[src/rtl/async_fifo_pkg.sv]
// Shared helpers for the dual-clock FIFO pointer controllers: depth and
// Gray/binary conversion over a fixed maximum width with masking.
package async_fifo_pkg;

  localparam int MAX_W = 16;

  function automatic int depth_of(input int aw);
    return 1 << aw;
  endfunction

  function automatic logic [MAX_W-1:0] width_mask(input int w);
    return (MAX_W'(1) << w) - MAX_W'(1);
  endfunction

  function automatic logic [MAX_W-1:0] bin2gray(input logic [MAX_W-1:0] b, input int w);
    logic [MAX_W-1:0] bm;
    bm = b & width_mask(w);
    return bm ^ (bm >> 1);
  endfunction

  // Bits above the active width are masked to zero, so the prefix XOR
  // starting at MAX_W-1 is correct for any width.
  function automatic logic [MAX_W-1:0] gray2bin(input logic [MAX_W-1:0] g, input int w);
    logic [MAX_W-1:0] gm;
    logic [MAX_W-1:0] b;
    gm = g & width_mask(w);
    b = '0;
    b[MAX_W-1] = gm[MAX_W-1];
    for (int i = MAX_W - 2; i >= 0; i--) begin
      b[i] = b[i+1] ^ gm[i];
    end
    return b;
  endfunction

endpackage

[src/rtl/async_fifo_wptr_ctrl_gray2bin_conv.sv]
// Combinational Gray-to-binary converter; shared by the write- and
// read-side pointer controllers for the synchronised remote pointer.
module gray2bin_conv
  import async_fifo_pkg::*;
#(
  parameter int W = 5
) (
  input  logic [W-1:0] gray,
  output logic [W-1:0] bin
);

  // Each bit is an independent reduction, avoiding a ripple chain.
  for (genvar gi = 0; gi < W; gi++) begin : g_bit
    assign bin[gi] = ^gray[W-1:gi];
  end

endmodule

[src/rtl/async_fifo_wptr_ctrl.sv]
// Write-domain pointer/flag controller for the dual-clock FIFO.
// Optional registered level output: define ASYNC_FIFO_WLEVEL_EN.
module async_fifo_wptr_ctrl
  import async_fifo_pkg::*;
#(
  parameter int ADDR_W    = 4,
  parameter int AFULL_RST = 2**ADDR_W - 2
) (
  input  logic              wclk,
  input  logic              wrst_n,
  input  logic              winc,
  input  logic [ADDR_W:0]   wq2_rptr,
  input  logic [ADDR_W:0]   wafull_thresh,
  input  logic              wovf_clr,
  output logic              wen,
  output logic [ADDR_W-1:0] waddr,
  output logic [ADDR_W:0]   wptr,
  output logic              wfull,
  output logic              wafull,
  output logic              wovf
`ifdef ASYNC_FIFO_WLEVEL_EN
  ,
  output logic [ADDR_W:0]   wlevel
`endif
);

  localparam int PW = ADDR_W + 1;

  // AFULL_RST is the integrator's default threshold; keep it meaningful.
  if (ADDR_W < 2 || ADDR_W > 12) begin : g_bad_addr_w
    $error("async_fifo_wptr_ctrl: ADDR_W must be 2..12");
  end
  if (AFULL_RST < 0 || AFULL_RST > depth_of(ADDR_W) + 1) begin : g_bad_afull_rst
    $error("async_fifo_wptr_ctrl: AFULL_RST out of range");
  end

  logic [ADDR_W:0] bptr_reg;
  logic [ADDR_W:0] wptr_reg;
  logic            wfull_reg;
  logic            wafull_reg;
  logic            wovf_reg;

  logic [ADDR_W:0] bnext;
  logic [ADDR_W:0] gnext;
  logic [ADDR_W:0] rbin;
  logic [ADDR_W:0] lvl_next;
  logic [ADDR_W:0] full_cmp;
  logic            wfull_next;
  logic            wafull_next;
  logic            wovf_next;

  gray2bin_conv #(.W(PW)) u_rptr_g2b (
    .gray (wq2_rptr),
    .bin  (rbin)
  );

  assign wen      = winc & ~wfull_reg;
  assign bnext    = bptr_reg + PW'(wen);
  assign gnext    = PW'(bin2gray(MAX_W'(bnext), PW));
  assign lvl_next = bnext - rbin;

  // Full when the next write pointer is one lap ahead of the read pointer.
  assign full_cmp    = {~wq2_rptr[ADDR_W:ADDR_W-1], wq2_rptr[ADDR_W-2:0]};
  assign wfull_next  = (gnext == full_cmp);
  assign wafull_next = (lvl_next >= wafull_thresh);
  assign wovf_next   = (wovf_reg & ~wovf_clr) | (winc & wfull_reg);

  always_ff @(posedge wclk or negedge wrst_n) begin
    if (!wrst_n) begin
      bptr_reg   <= '0;
      wptr_reg   <= '0;
      wfull_reg  <= 1'b0;
      wafull_reg <= 1'b0;
      wovf_reg   <= 1'b0;
    end else begin
      bptr_reg   <= bnext;
      wptr_reg   <= gnext;
      wfull_reg  <= wfull_next;
      wafull_reg <= wafull_next;
      wovf_reg   <= wovf_next;
    end
  end

`ifdef ASYNC_FIFO_WLEVEL_EN
  logic [ADDR_W:0] wlevel_reg;

  always_ff @(posedge wclk or negedge wrst_n) begin
    if (!wrst_n) begin
      wlevel_reg <= '0;
    end else begin
      wlevel_reg <= lvl_next;
    end
  end

  assign wlevel = wlevel_reg;
`endif

  assign waddr  = bptr_reg[ADDR_W-1:0];
  assign wptr   = wptr_reg;
  assign wfull  = wfull_reg;
  assign wafull = wafull_reg;
  assign wovf   = wovf_reg;

endmodule

[config.mk]
export PLATFORM = sky130hd
export DESIGN_NAME = async_fifo_wptr_ctrl
export DESIGN_NICKNAME = d
export VERILOG_FILES = /design/src/rtl/async_fifo_pkg.sv /design/src/rtl/async_fifo_wptr_ctrl_gray2bin_conv.sv /design/src/rtl/async_fifo_wptr_ctrl.sv
export SDC_FILE = /design/constraint.sdc
export NUM_CORES = 1
export LEC_CHECK = 0
export ABC_AREA = 1
export BUFFER_PORTS_ARGS = -buffer_cell sky130_fd_sc_hd__buf_4
export CORE_MARGIN = 8
export CORE_UTILIZATION = 50
export DETAILED_ROUTE_END_ITERATION = 16
export PLACE_DENSITY_LB_ADDON = 0.08
export SKIP_CTS_REPAIR_TIMING = 1
export SKIP_LAST_GASP = 1
export SLEW_MARGIN = 20
export SYNTH_ARGS = -nofsm -noshare
export SYNTH_HDL_FRONTEND = slang
export SYNTH_SLANG_ARGS = --single-unit
[constraint.sdc]
create_clock -name wclk -period 3.8 [get_ports wclk]
set_input_delay 0.19 -clock wclk [delete_from_list [all_inputs] [get_ports wclk]]
set_output_delay 0.19 -clock wclk [all_outputs]
set_load 0.05 [all_outputs]
After elaboration in Yosys (flattened, before gate mapping)
Cells that the tools add are included.

storage, ports and cells
  register bits = 13
  input port bits = 14
  output and inout port bits = 13

cells by class
  add/subtract/negate cells = 2
  order comparisons = 1
  equality and inequality tests = 1
  bitwise gates (word level) = 8
  reductions and logical operators = 4

operators by type and width
  kind                                          number
  5-bit by 1-bit adder with 5-bit output        1
  5-bit equality test                           1
  5-bit greater-or-equal comparator             1
  5-bit XOR reduction                           1
  5-bit subtractor                              1
  5-bit by 4-bit bitwise XOR with 5-bit output  1
  4-bit XOR reduction                           1
  1-bit bitwise AND                             3
  3-bit XOR reduction                           1
  1-bit NOT                                     2
  2-bit NOT                                     1
  2-bit XOR reduction                           1
  1-bit OR                                      1

Depth between registers and ports, before layout
  word-level depth = 5
  gate-level depth with buffers = 17

Hierarchy
A second synthesis with hierarchy kept.

unflattened totals
  cells, all modules = 145
  area total of the unflattened synthesis = 1,101.1 um^2

by module, submodules not included
  module                instances  cells each  area an instance (um^2)
  async_fifo_wptr_ctrl  1          118         967.2
  gray2bin_conv         1          27          133.9

Worst setup path before layout
Ideal clock, no wire load.

  path type = flip-flop to flip-flop
  from = reg wfull_reg (netlist: wfull)
  to = reg wafull_reg (netlist: wafull)
  library setup time = 124 ps
  arrival time = 2,607 ps
  required time = 3,676 ps
  setup slack = 1,070 ps
  cell stages (with the launch flop) = 13
  buffers on the path = 0
  period minus slack after synthesis = 2,730 ps
  path through = dfrtp_1 -> inv_2 -> nand3_4 -> inv_1 -> ha_1 -> inv_1 -> fa_1 -> inv_1 -> ha_1 -> a21oi_1 -> o21bai_1 -> a21oi_1 -> o21bai_1

between the ends
  longest elaborated chain between the ends = 5

ends and longest elaborated chain
  item                                    line                        RTL
  from (decl)                             async_fifo_wptr_ctrl.sv:39  logic wfull_reg;
  from (signal assigned)                  async_fifo_wptr_ctrl.sv:78  wfull_reg <= wfull_next;
  1-bit NOT                               async_fifo_wptr_ctrl.sv:57  assign wen = winc & ~wfull_reg;
  1-bit bitwise AND                       async_fifo_wptr_ctrl.sv:57
  5-bit by 1-bit adder with 5-bit output  async_fifo_wptr_ctrl.sv:58  assign bnext = bptr_reg + PW'(wen);
  net bnext[1]                            async_fifo_wptr_ctrl.sv:43  logic [ADDR_W:0] bnext;
  5-bit subtractor                        async_fifo_wptr_ctrl.sv:60  assign lvl_next = bnext - rbin;
  5-bit greater-or-equal comparator       async_fifo_wptr_ctrl.sv:65  assign wafull_next = (lvl_next >= wafull_thresh);
  net wafull_next                         async_fifo_wptr_ctrl.sv:49  logic wafull_next;
  to (signal assigned)                    async_fifo_wptr_ctrl.sv:79  wafull_reg <= wafull_next;
  to (decl)                               async_fifo_wptr_ctrl.sv:40  logic wafull_reg;

The timed path passes the listed nets, and every way through them passes these cells.

Worst setup path in the final report
Ends and elaborated chain as after synthesis.

==> results by group <==
Outcome
  – Status: complete, no violations

Global routing
  – Initial antenna violation count: 0
  – Total gr overflow: 0
  – First-pass GRT wire length: 3726 um
  – Aggregate global-route resource usage: 13.05%
  – Vias in the first global route: 894
  – Largest net degree at the start of global routing: 13

Clock network
  – CTS H-tree lvls: 1
  – Clock Latency Late Sink: 0.27 ns
  – Clock-pin slew on the worst setup and hold paths: 0.08 ns
  – Num Clock Sinks: 12
  – Total clock buffers created by CTS: 3
  – CTS tree: yes
  – Clock Path Buffers: 2
  – Root Driver: clkbuf_4

Routing
  – DR vias/cell: 4.884
  – Iter 0 DRT Violations: 24
  – Final wirelength: 2167 um
  – DR DRC count: 0
  – Vias: 928
  – Drt wl/cell: 11.41 um
  – DR pass1 iterations: 5
  – Post-route antenna net violation count: 0

Synth
  – Post-synth top flop: dfrtp_1
  – Synth warn: 0
  – Number of synthesized flops with an enable pin: 0
  – Asr flop ratio synth: 100.0%
  – Yosys cell types: 23
  – Syn Nets: 157
  – Syn avg cell area: 7.773 um2
  – Number of synthesized register bits: 12
  – Syn Inst Count: 132
  – Mapped Area: 1026 um2
  – Sequential share of the synthesized area: 29.27%

Pwr
  – Combinational share of power: 73.5%
  – Clock network power share: 8.1%
  – VDD IR max: 0.0005228 V
  – Power Density: 983.7 nW/um2
  – Net switching power: 0.7004 mW
  – Pleak: 0.7524 nW
  – Share of power burned in registers: 18.5%
  – Internal Pwr Total: 0.5797 mW
  – Sw Share: 54.72%

Final layout
  – Final design utilization: 67.01%
  – Max FFs per register: 5
  – Area occupied by multi-input gates: 624.3 um2
  – Fill cell count: 178
  – P&R area growth vs syn: 26.83%
  – ANT cells: 0
  – Layout cell share with drive strength beyond 1: 28.83%
  – # nets final: 189
  – FF+latch area: 300.3 um2

Critical path
  – Slowest Stage Delay on Critical Path: 0.41 ns
  – Crit path max-delay family: adder cells
  – CP cell instances: inv_2 -> nand3_4 -> inv_1 -> ha_1 -> nand2_1 -> nand2_4 -> inv_2 -> ha_1 -> a21oi_1 -> nand2_1 -> nand2_1 -> nand2_1 -> ha_1 -> a21oi_1 -> o21bai_1
  – Worst setup SP type: register
  – Critical path required time: 3.97 ns
  – Worst-path fanout max: 6
  – Critical Path End Type: register
  – Worst Path Arrival: 2.74 ns
  – Setup slack, reg-to-reg: 1.22 ns
  – Slowest stage cell, crit path: dfrtp_1
  – Setup CP Type: reg -> reg
  – Cell mode on critical path: nand2_1
  – Worst path bufs/invs: 3

STA
  – Hold WS: 0.09966 ns
  – Setup TNS: 0 ns
  – Max Freq: 388.2 MHz
  – Tightest Pin Transition: 0.2228 ns
  – Final cycle utilization of the critical path: 67.79%
  – Setup-failing EPs final: 0
  – Final slew viol count: 0
  – Final worst path period need: 2.576 ns
  – Slew HR: 85.15%
  – Skew final: 0.003421 ns
  – Final hold vios: 0
  – Unrepaired setup endpoints after global routing: no

Placement
  – I/O Buffers: 26
  – Placer Congestion: 0.7638
  – Post-DP HPWL: 1824 um

Job
  – Maximum Capacitance Violations: 0

Die
  – Initial core utilization: 52.84%
  – Row cnt: 16
  – Die height: 61.30 um
  – Die ar.: 3758 um2
  – Chip Width: 61.30 um
  – # IOs: 27
  – Core area: 1942 um2

Min path
  – Hold Crit Class: in -> reg
## layer usage
layer	routed length [um]	up-vias	GRT usage (%)
met5	0	-	0
met4	44	0	6.977
met3	66	4	0.8351
met2	1050	26	22.39
met1	1007	422	15.80
li1	-	476	-
## worst paths after layout
path	end	start	cells past startpoint
max in group asynchronous	bptr_reg[4]$_DFF_PN0_	wrst_n	2
hold reg to reg	wovf$_DFF_PN0_	wovf$_DFF_PN0_	2
setup reg to reg	wafull$_DFF_PN0_	wfull$_DFF_PN0_	15
setup / recovery	wafull$_DFF_PN0_	wfull$_DFF_PN0_	15
min in group asynchronous	wptr[0]$_DFF_PN0_	wrst_n	2
hold / removal	wovf$_DFF_PN0_	wovf_clr	2
## cell usage after synthesis (2+ instances only)
cell type	instances	area (um2)
nand3b_1	3	22.52
nand2_2	7	43.79
nand3_2	2	20.02
nand2_1	33	123.9
nor2_1	3	11.26
dfrtp_1	12	300.3
inv_1	25	93.84
nand4_1	2	12.51
inv_2	2	7.510
ha_1	10	125.1
nand2_4	2	22.52
xor2_1	2	17.52
o21bai_1	2	15.01
nand3_1	15	75.07
a21oi_1	4	20.02
## final cells by class
| type | instances | area share (%) |
|---|---|---|
| Clock buffer | 4 | 2.788 |
| Inverter | 27 | 7.788 |
| Multi-Input combinational cell | 93 | 47.98 |
| Sequential cell | 12 | 23.08 |
| Tap cell | 27 | 2.596 |
| Timing Repair Buffer | 27 | 15.77 |
## per-stage QoR
| stage | power [mW] | worst slack, ns | instance area [um2] | instances |
|---|---|---|---|---|
| 2_1_floorplan | 0.9532 | 1.070 | 1026 | 132 |
| 3_3_place_gp | 1.162 | 1.270 | 1255 | 185 |
| 3_5_place_dp | 1.184 | 1.236 | 1255 | 185 |
| 4_1_cts | 1.290 | 1.216 | 1291 | 189 |
| 5_1_grt | 1.406 | 0.9899 | 1301 | 190 |
| 6_report | 1.280 | 1.224 | 1301 | 190 |
## logic make-up (layout without fill, tap and decap cells)
family	after synthesis	after routing	synth area share, %
fa+ha+maj	11	11	14.15
xor+xnor	5	5	6.464
flops	12	12	29.27
simple gates	69	69	34.63
buf+inv	27	58	9.878
compound gates	8	8	5.610
## placed cells by master (no fill, tap or decap)
cell type,count
nand3_1,15
nor2_2,1
nand3_2,2
nand2_4,2
a21oi_1,4
o21bai_1,2
nand3_4,1
o22ai_1,1
xnor2_1,1
o21ai_4,1
xor3_1,1
nand4_1,2
dlygate4sd3_1,1
inv_2,2
buf_4,26
nand2_1,33
dfrtp_1,12
clkbuf_4,3
inv_1,25
xor2_1,2
nor2_1,3
ha_1,10
nand2_2,7
nand3b_1,3
clkbuf_8,1
xor2_2,1
fa_1,1
## worst reg2reg max path, stage by stage, from the launching register on
cell and delay (ns):
dfrtp_1 0.41, inv_2 0.09, nand3_4 0.11, inv_1 0.08, ha_1 0.23, nand2_1 0.15
nand2_4 0.14, inv_2 0.07, ha_1 0.32, a21oi_1 0.21, nand2_1 0.07, nand2_1 0.05
nand2_1 0.05, ha_1 0.27, a21oi_1 0.15, o21bai_1 0.07
## power by group through the flow
stage                     clock network [mW]  logic, mW  registers [mW]
after floorplan                            0      0.514           0.439
after global placement                     0      0.925           0.237
after detailed placement                   0      0.944           0.239
after CTS                              0.104      0.950           0.237
after global routing                   0.112       1.05           0.245
final                                  0.103      0.940           0.236
(Power assumes the default switching activity.)
